**src/rtl/rv32i_pkg.sv**
```systemverilog
// Shared types and constants for the RV32I front end.
package rv32i_pkg;

  localparam logic [31:0] NOP_INST         = 32'h0000_0013;
  localparam logic [31:0] RESET_PC_DEFAULT = 32'h0000_0000;

  typedef struct packed {
    logic [31:0] pc;
    logic [31:0] inst;
  } fetch_entry_t;

endpackage

```
**src/rtl/rv32i_fetch_buf.sv**
```systemverilog
// DEPTH-entry synchronous FIFO of fetch entries with flush; DEPTH must be a power of two >= 2.
module rv32i_fetch_buf
  import rv32i_pkg::*;
#(
  parameter int unsigned DEPTH = 2
) (
  input  logic                   i_clk,
  input  logic                   i_rst,
  input  logic                   i_push,
  input  logic                   i_pop,
  input  logic                   i_flush,
  input  fetch_entry_t           i_wdata,
  output fetch_entry_t           o_rdata,
  output logic [$clog2(DEPTH):0] o_count,
  output logic                   o_full,
  output logic                   o_empty
);

  localparam int unsigned PtrW = $clog2(DEPTH);
  localparam int unsigned CntW = PtrW + 1;
  localparam logic [CntW-1:0] DepthCnt = CntW'(DEPTH);

  fetch_entry_t            mem_q [DEPTH];
  logic [PtrW-1:0]         head_q, tail_q;
  logic [CntW-1:0]         count_q;
  logic                    do_push, do_pop;

  assign o_full  = (count_q == DepthCnt);
  assign o_empty = (count_q == '0);
  assign o_count = count_q;
  assign o_rdata = mem_q[head_q];

  // A push into a full buffer is legal only when the head leaves in the same cycle.
  assign do_push = i_push && (!o_full || i_pop);
  assign do_pop  = i_pop && !o_empty;

  always_ff @(posedge i_clk) begin
    if (i_rst || i_flush) begin
      head_q  <= '0;
      tail_q  <= '0;
      count_q <= '0;
    end else begin
      if (do_push) tail_q <= tail_q + PtrW'(1);
      if (do_pop)  head_q <= head_q + PtrW'(1);
      unique case ({do_push, do_pop})
        2'b10:   count_q <= count_q + CntW'(1);
        2'b01:   count_q <= count_q - CntW'(1);
        default: count_q <= count_q;
      endcase
    end
  end

  always_ff @(posedge i_clk) begin
    if (!i_rst && !i_flush && do_push) begin
      mem_q[tail_q] <= i_wdata;
    end
  end

endmodule

```
**src/rtl/rv32i_fetch_ctrl.sv**
```systemverilog
// Instruction fetch controller: PC, fetch buffer and redirect handling.
// Optional performance counters are enabled with RV32I_FETCH_PERF_EN.
module rv32i_fetch_ctrl
  import rv32i_pkg::*;
#(
  parameter int unsigned           INST_WIDTH = 32,
  parameter logic [INST_WIDTH-1:0] RESET_PC   = RESET_PC_DEFAULT,
  parameter int unsigned           BUF_DEPTH  = 2
) (
  input  logic                  i_clk,
  input  logic                  i_rst,
  output logic [INST_WIDTH-1:0] o_imem_addr,
  input  logic [INST_WIDTH-1:0] i_imem_inst,
  output logic                  o_valid,
  input  logic                  i_ready,
  output logic [INST_WIDTH-1:0] o_pc,
  output logic [INST_WIDTH-1:0] o_inst,
  input  logic                  i_redirect,
  input  logic [INST_WIDTH-1:0] i_redirect_pc,
  output logic                  o_misalign
`ifdef RV32I_FETCH_PERF_EN
  ,
  output logic [31:0]           o_fetch_cnt,
  output logic [31:0]           o_stall_cnt
`endif
);

  localparam int unsigned CntW = $clog2(BUF_DEPTH) + 1;

  logic [INST_WIDTH-1:0] pc_q;
  logic                  misalign_q;
  logic                  push, pop;
  fetch_entry_t          buf_wdata, buf_rdata;
  logic [CntW-1:0]       buf_count;
  logic                  buf_full, buf_empty;
  logic                  unused_count;

  assign unused_count = ^buf_count;

  assign pop  = !buf_empty && i_ready;
  assign push = !i_redirect && (!buf_full || pop);

  assign buf_wdata.pc   = pc_q;
  assign buf_wdata.inst = i_imem_inst;

  rv32i_fetch_buf #(
    .DEPTH (BUF_DEPTH)
  ) u_buf (
    .i_clk   (i_clk),
    .i_rst   (i_rst),
    .i_push  (push),
    .i_pop   (pop),
    .i_flush (i_redirect),
    .i_wdata (buf_wdata),
    .o_rdata (buf_rdata),
    .o_count (buf_count),
    .o_full  (buf_full),
    .o_empty (buf_empty)
  );

  always_ff @(posedge i_clk) begin
    if (i_rst) begin
      pc_q       <= RESET_PC;
      misalign_q <= 1'b0;
    end else if (i_redirect) begin
      pc_q <= {i_redirect_pc[INST_WIDTH-1:2], 2'b00};
      if (i_redirect_pc[1:0] != 2'b00) misalign_q <= 1'b1;
    end else if (push) begin
      pc_q <= pc_q + INST_WIDTH'(4);
    end
  end

  assign o_imem_addr = pc_q;
  assign o_misalign  = misalign_q;
  assign o_valid     = !buf_empty;
  // The buffer's stale head is masked so decode sees a clean NOP when idle.
  assign o_pc        = buf_empty ? '0 : buf_rdata.pc;
  assign o_inst      = buf_empty ? NOP_INST : buf_rdata.inst;

`ifdef RV32I_FETCH_PERF_EN
  logic [31:0] fetch_cnt_q, stall_cnt_q;

  always_ff @(posedge i_clk) begin
    if (i_rst) begin
      fetch_cnt_q <= '0;
      stall_cnt_q <= '0;
    end else begin
      if (push)             fetch_cnt_q <= fetch_cnt_q + 32'd1;
      if (buf_full && !pop) stall_cnt_q <= stall_cnt_q + 32'd1;
    end
  end

  assign o_fetch_cnt = fetch_cnt_q;
  assign o_stall_cnt = stall_cnt_q;
`endif

endmodule

```
**config.mk**
```make
export PLATFORM = sky130hd
export DESIGN_NAME = rv32i_fetch_ctrl
export DESIGN_NICKNAME = d
export VERILOG_FILES = /design/src/rtl/rv32i_pkg.sv /design/src/rtl/rv32i_fetch_buf.sv /design/src/rtl/rv32i_fetch_ctrl.sv
export SDC_FILE = /design/constraint.sdc
export NUM_CORES = 1
export LEC_CHECK = 0
export CAP_MARGIN = 20
export CORE_MARGIN = 2
export CORE_UTILIZATION = 50
export DETAILED_ROUTE_END_ITERATION = 16
export PLACE_DENSITY = 0.89
export RECOVER_POWER = 50
export SKIP_LAST_GASP = 1
export SLEW_MARGIN = 20
export SYNTH_ARGS = -nofsm -noshare
export SYNTH_HDL_FRONTEND = slang
export SYNTH_SLANG_ARGS = --single-unit
```
**constraint.sdc**
```tcl
create_clock -name i_clk -period 12.5 [get_ports i_clk]
set_clock_uncertainty 0.1 [all_clocks]
set_input_delay 2.5 -clock i_clk [delete_from_list [all_inputs] [get_ports i_clk]]
set_output_delay 2.5 -clock i_clk [all_outputs]
set_load 0.05 [all_outputs]
```
==> report_table.html <==
<table>
<tr><th>Metric</th><th>Value</th></tr>
<tr><th colspan="2">Timing</th></tr>
<tr><td>Setup violation total in the final timing report</td><td>0</td></tr>
<tr><td>Number of pins with negative max-slew slack in the final report</td><td>approximately 120</td></tr>
<tr><td>Final critical-path share of the clock period</td><td>0.518</td></tr>
<tr><td>Final hold violation count</td><td>0</td></tr>
<tr><td>Worst slew slack as a fraction of its limit</td><td>-0.407</td></tr>
<tr><td>Maximum operating frequency</td><td>around 150 MHz</td></tr>
<tr><td>Unrepaired setup endpoints after global routing</td><td>false</td></tr>
<tr><td>Worst Tran Pin Value</td><td>2.11 ns</td></tr>
<tr><td>Min cycle time layout</td><td>approximately 6.5 ns</td></tr>
<tr><td>Final setup TNS</td><td>0 ns</td></tr>
<tr><th colspan="2">Critical path</th></tr>
<tr><td>Logic depth of the worst register-to-register path</td><td>3</td></tr>
<tr><td>CP endpoint kind</td><td>register</td></tr>
<tr><td>Worst Setup Path Type</td><td>input port to register</td></tr>
<tr><td>Kind of start point of the critical path</td><td>input port</td></tr>
<tr><td>WP data required</td><td>about 13 ns</td></tr>
<tr><td>Cells along the critical path</td><td>dlygate4sd3_1, clkbuf_1, inv_1, nand2_1, ha_1, nor2_1, xnor2_1, nor3_1</td></tr>
<tr><td>Largest fanout of any net on the critical path</td><td>between 50 and 60</td></tr>
<tr><td>Standard cell with the maximum stage delay on the critical path</td><td>sky130_fd_sc_hd__clkbuf_1</td></tr>
<tr><td>Arrival time at the worst endpoint</td><td>between 6 and 7 ns</td></tr>
<tr><td>Slowest stage delay, CP</td><td>around 1.5 ns</td></tr>
<tr><th colspan="2">Synthesis</th></tr>
<tr><td>Number of enable flip-flop cells after synthesis</td><td>124</td></tr>
<tr><td>Mean instance size in the synthesized netlist</td><td>between 10 and 15 µm²</td></tr>
<tr><td>Synthesized instance count</td><td>around 550</td></tr>
<tr><td>Count of distinct cell types in the synthesized netlist</td><td>46</td></tr>
<tr><td>Dominant synthesized flop cell</td><td>sky130_fd_sc_hd__edfxtp_1</td></tr>
<tr><td>Fraction of post-synthesis cell area in the top cell type by area</td><td>0.544</td></tr>
<tr><td>Post-Syn Area</td><td>~6800 µm²</td></tr>
<tr><td>Register bit total from synthesis</td><td>160</td></tr>
<tr><td>Sequential fraction of the synthesis area</td><td>0.649</td></tr>
<tr><td>Library cell occupying the most area in the post-synthesis netlist</td><td>sky130_fd_sc_hd__edfxtp_1</td></tr>
<tr><td>Largest cells by area after synthesis</td><td>sky130_fd_sc_hd__edfxtp_1 54%, sky130_fd_sc_hd__dfxtp_1 11%, sky130_fd_sc_hd__mux2i_1 9.1%, sky130_fd_sc_hd__nor2_1 4.6%, sky130_fd_sc_hd__a311oi_1 1.5%</td></tr>
<tr><td>Post-synthesis async set-or-reset flop share</td><td>0</td></tr>
<tr><td>Syn. warnings</td><td>0</td></tr>
<tr><th colspan="2">Power</th></tr>
<tr><td>Power per cell area</td><td>between 100 and 150 nW/µm²</td></tr>
<tr><td>Largest voltage drop on the vdd net</td><td>between 0.08 and 0.09 mV</td></tr>
<tr><td>Combinational group share of total power</td><td>0.139</td></tr>
<tr><td>Pint</td><td>between 900 and 1000 µW</td></tr>
<tr><td>Switching power</td><td>~340 µW</td></tr>
<tr><td>Share of total power in the clock network</td><td>0.383</td></tr>
<tr><td>Static Leak</td><td>approximately 0.003 µW</td></tr>
<tr><td>Fraction of power consumed by sequential logic</td><td>0.477</td></tr>
<tr><td>Switching part of the total</td><td>0.260</td></tr>
<tr><th colspan="2">Clock network</th></tr>
<tr><td>Number of buffers inserted during clock tree synthesis</td><td>17</td></tr>
<tr><td>H-tree Lvls</td><td>4</td></tr>
<tr><td>Number of hold buffers added after cts</td><td>0</td></tr>
<tr><td>Post-CTS Resized</td><td>0</td></tr>
<tr><td>Clock-pin transition on the worst setup and hold timing paths</td><td>0.07 ns</td></tr>
<tr><td>Post-CTS Setup Inserts</td><td>0</td></tr>
<tr><td>Bufs on Longest Clock Path</td><td>2</td></tr>
<tr><td>CTS tree</td><td>built</td></tr>
<tr><td>Worst skew pair latency</td><td>approximately 0.42 ns</td></tr>
<tr><td>Num Clock Sinks</td><td>160</td></tr>
<tr><td>Master cell of the clock root buffer</td><td>sky130_fd_sc_hd__clkbuf_16</td></tr>
<tr><th colspan="2">Cells and area</th></tr>
<tr><td>Final core utilization</td><td>0.689</td></tr>
<tr><td>Area used by multi-input combinational logic</td><td>2200 µm²</td></tr>
<tr><td>Filler instances</td><td>946</td></tr>
<tr><td>Net count of the finished layout</td><td>around 770</td></tr>
<tr><td>Area Overhead vs Synth</td><td>33.9%</td></tr>
<tr><td>Top library cells by usage in the layout, fill and taps aside</td><td>127 x sky130_fd_sc_hd__clkdlybuf4s50_1, 124 x sky130_fd_sc_hd__edfxtp_1, 82 x sky130_fd_sc_hd__nor2_1, 62 x sky130_fd_sc_hd__mux2i_1, 35 x sky130_fd_sc_hd__dfxtp_1</td></tr>
<tr><td>Sequential cell area</td><td>between 4000 and 5000 µm²</td></tr>
<tr><td>Most frequent standard cell in the layout excluding fill and tap cells</td><td>sky130_fd_sc_hd__clkdlybuf4s50_1</td></tr>
<tr><td>Fraction of layout instances using a drive strength above 1</td><td>0.0606</td></tr>
<tr><th colspan="2">Route</th></tr>
<tr><td>Via count</td><td>4969</td></tr>
<tr><td>Drt first pass iters</td><td>5</td></tr>
<tr><td>DRC violation count after routing</td><td>0</td></tr>
<tr><td>DRT iter0 DRCs</td><td>roughly 440</td></tr>
<tr><td>Post-DRT Antenna Nets</td><td>0</td></tr>
<tr><td>Avg Vias per Cell</td><td>5.61</td></tr>
<tr><td>Avg WL per Cell</td><td>approximately 17 µm</td></tr>
<tr><td>Total wire length</td><td>15400 µm</td></tr>
<tr><th colspan="2">Floorplanning</th></tr>
<tr><td>Die ar.</td><td>14600 µm²</td></tr>
<tr><td>Die width</td><td>approximately 120 µm</td></tr>
<tr><td>Core region area</td><td>around 13000 µm²</td></tr>
<tr><td>Initial cell density of the core</td><td>0.515</td></tr>
<tr><td>Height of the die</td><td>121 µm</td></tr>
<tr><td>Number of standard-cell rows in the floorplan</td><td>42</td></tr>
<tr><td>IO Pins</td><td>166</td></tr>
<tr><th colspan="2">Placement</th></tr>
<tr><td>Routability Congestion</td><td>approximately 0.9</td></tr>
<tr><td>HPWL after detailed placement</td><td>10100 µm</td></tr>
<tr><td>Number of port buffers</td><td>between 150 and 200</td></tr>
<tr><th colspan="2">Outcome</th></tr>
<tr><td>Failing checks</td><td>max-capacitance violations, max-slew violations</td></tr>
<tr><td>Status</td><td>finished with violations</td></tr>
<tr><th colspan="2">Job</th></tr>
<tr><td>Number of max-cap violations</td><td>3</td></tr>
<tr><th colspan="2">Global routing</th></tr>
<tr><td>Number of antenna violations at the first check in global routing</td><td>1</td></tr>
<tr><td>Total congestion overflow after global routing</td><td>0</td></tr>
<tr><td>Largest net degree at the start of global routing</td><td>63</td></tr>
<tr><td>Global-route wire length before repair</td><td>24400 µm</td></tr>
<tr><td>Total global routing track utilization</td><td>0.217</td></tr>
<tr><td>Vias in the first global route</td><td>about 4900</td></tr>
<tr><th colspan="2">Hold path</th></tr>
<tr><td>Worst hold-check path type</td><td>register to register</td></tr>
<tr><td>Worst hold stages</td><td>2</td></tr>
</table>
[power groups by stage]
| stage | combinational, µW | clock [µW] | sequential, µW |
|---|---|---|---|
| final | 181 | 498 | 620 |
| after floorplan | 91.1 | 0 | 648 |
| after global placement | 180 | 0 | 628 |
| after detailed placement | 184 | 0 | 630 |
| after CTS | 185 | 505 | 619 |
| after global routing | 191 | 527 | 623 |
[cells in the mapped netlist, types with 3 or more instances]
master,instances
sky130_fd_sc_hd__nor3b_1,4
sky130_fd_sc_hd__buf_1,9
sky130_fd_sc_hd__nand2_1,23
sky130_fd_sc_hd__and4_1,9
sky130_fd_sc_hd__nand4_1,9
sky130_fd_sc_hd__nor2b_1,4
sky130_fd_sc_hd__or3_1,5
sky130_fd_sc_hd__a21oi_1,8
sky130_fd_sc_hd__and2_1,5
sky130_fd_sc_hd__nor4b_1,3
sky130_fd_sc_hd__or4_1,6
sky130_fd_sc_hd__a211oi_1,7
sky130_fd_sc_hd__and3_1,3
sky130_fd_sc_hd__mux2i_1,62
sky130_fd_sc_hd__xor2_1,5
sky130_fd_sc_hd__buf_2,5
sky130_fd_sc_hd__nor2_1,83
sky130_fd_sc_hd__nor4_1,6
sky130_fd_sc_hd__xnor2_1,6
sky130_fd_sc_hd__o31a_1,4
sky130_fd_sc_hd__nand3_1,15
sky130_fd_sc_hd__nor3_1,10
sky130_fd_sc_hd__dfxtp_1,36
sky130_fd_sc_hd__a2111oi_0,6
sky130_fd_sc_hd__o31ai_1,5
sky130_fd_sc_hd__a311oi_1,12
sky130_fd_sc_hd__a31oi_1,3
sky130_fd_sc_hd__edfxtp_1,124
sky130_fd_sc_hd__inv_1,17
sky130_fd_sc_hd__clkbuf_1,20
sky130_fd_sc_hd__o21ai_0,11
sky130_fd_sc_hd__buf_4,4
[critical path: cells and delay by family]
| family | cells | cell delay, ns |
|---|---|---|
| XOR/XNOR | 1 | 0.14 |
| adder cells (fa/ha/maj) | 1 | 0.29 |
| buffers and inverters | 3 | 3.13 |
| AND/OR/NAND/NOR | 3 | 0.48 |
[final timing paths]
check,startpoint,end,slack [ns]
setup / recovery,i_redirect,u_buf.o_count[1],6.02
hold / removal,o_misalign,o_misalign,0.35
setup reg to reg,u_buf.o_count[0],u_buf.mem_q[0][24],9.67
hold reg to reg,o_misalign,o_misalign,0.35
[flip-flops by register name, summed over array words and instances, names as in the netlist, named ones only]
| register | count |
|---|---|
| u_buf.mem_q | 124 |
| o_imem_addr | 30 |
| u_buf.o_count | 2 |
| o_misalign | 1 |
| u_buf.head_q | 1 |
| u_buf.tail_q | 1 |
[metal layers]
metal  up-vias  part of all wire  track usage
li1       2351                 -            -
met1      2336              0.41        0.277
met3        37             0.076       0.0545
met5         -                 0            0
met2       245              0.49        0.353
met4         0             0.023       0.0872
[area by class of cell]
cell class              instances  share of cell area
multi-input cells             333               0.240
clock inverters                11              0.0112
clock buffers                  21              0.0526
flip-flops and latches        160               0.485
well taps                     176              0.0240
inverters                      17             0.00696
diodes                          1            0.000273
repair buffers                167               0.180
[cells by family (layout without fill, tap and decap cells)]
| group | Yosys count | after routing | synth area share |
|---|---|---|---|
| muxes | 62 | 62 | 0.0907 |
| and+or+nand+nor | 193 | 193 | 0.144 |
| adders and majority gates | 2 | 2 | 0.00366 |
| buffers and inverters | 55 | 216 | 0.0333 |
| AOI/OAI and AO/OA | 61 | 61 | 0.0642 |
| other | 1 | 5 | 0.000548 |
| DFF | 160 | 160 | 0.649 |
| xor gates and xnor gates | 11 | 11 | 0.0141 |
[metrics by stage]
| step | setup WS, ns | cells | instance area, µm² | hold WS, ns | power (µW) |
|---|---|---|---|---|---|
| 6_report | 6.02 | 886 | 9160 | 0.354 | 1300 |
| 2_1_floorplan | 2.35 | 548 | 6860 | 0.420 | 740 |
| 5_1_grt | 5.68 | 886 | 9160 | 0.374 | 1340 |
| 3_5_place_dp | 7.52 | 853 | 8590 | 0.348 | 814 |
| 4_1_cts | 7.14 | 885 | 9180 | 0.359 | 1310 |
| 3_3_place_gp | 7.60 | 853 | 8590 | 0.337 | 809 |
No activity file was read; power rests on OpenSTA's default activity.
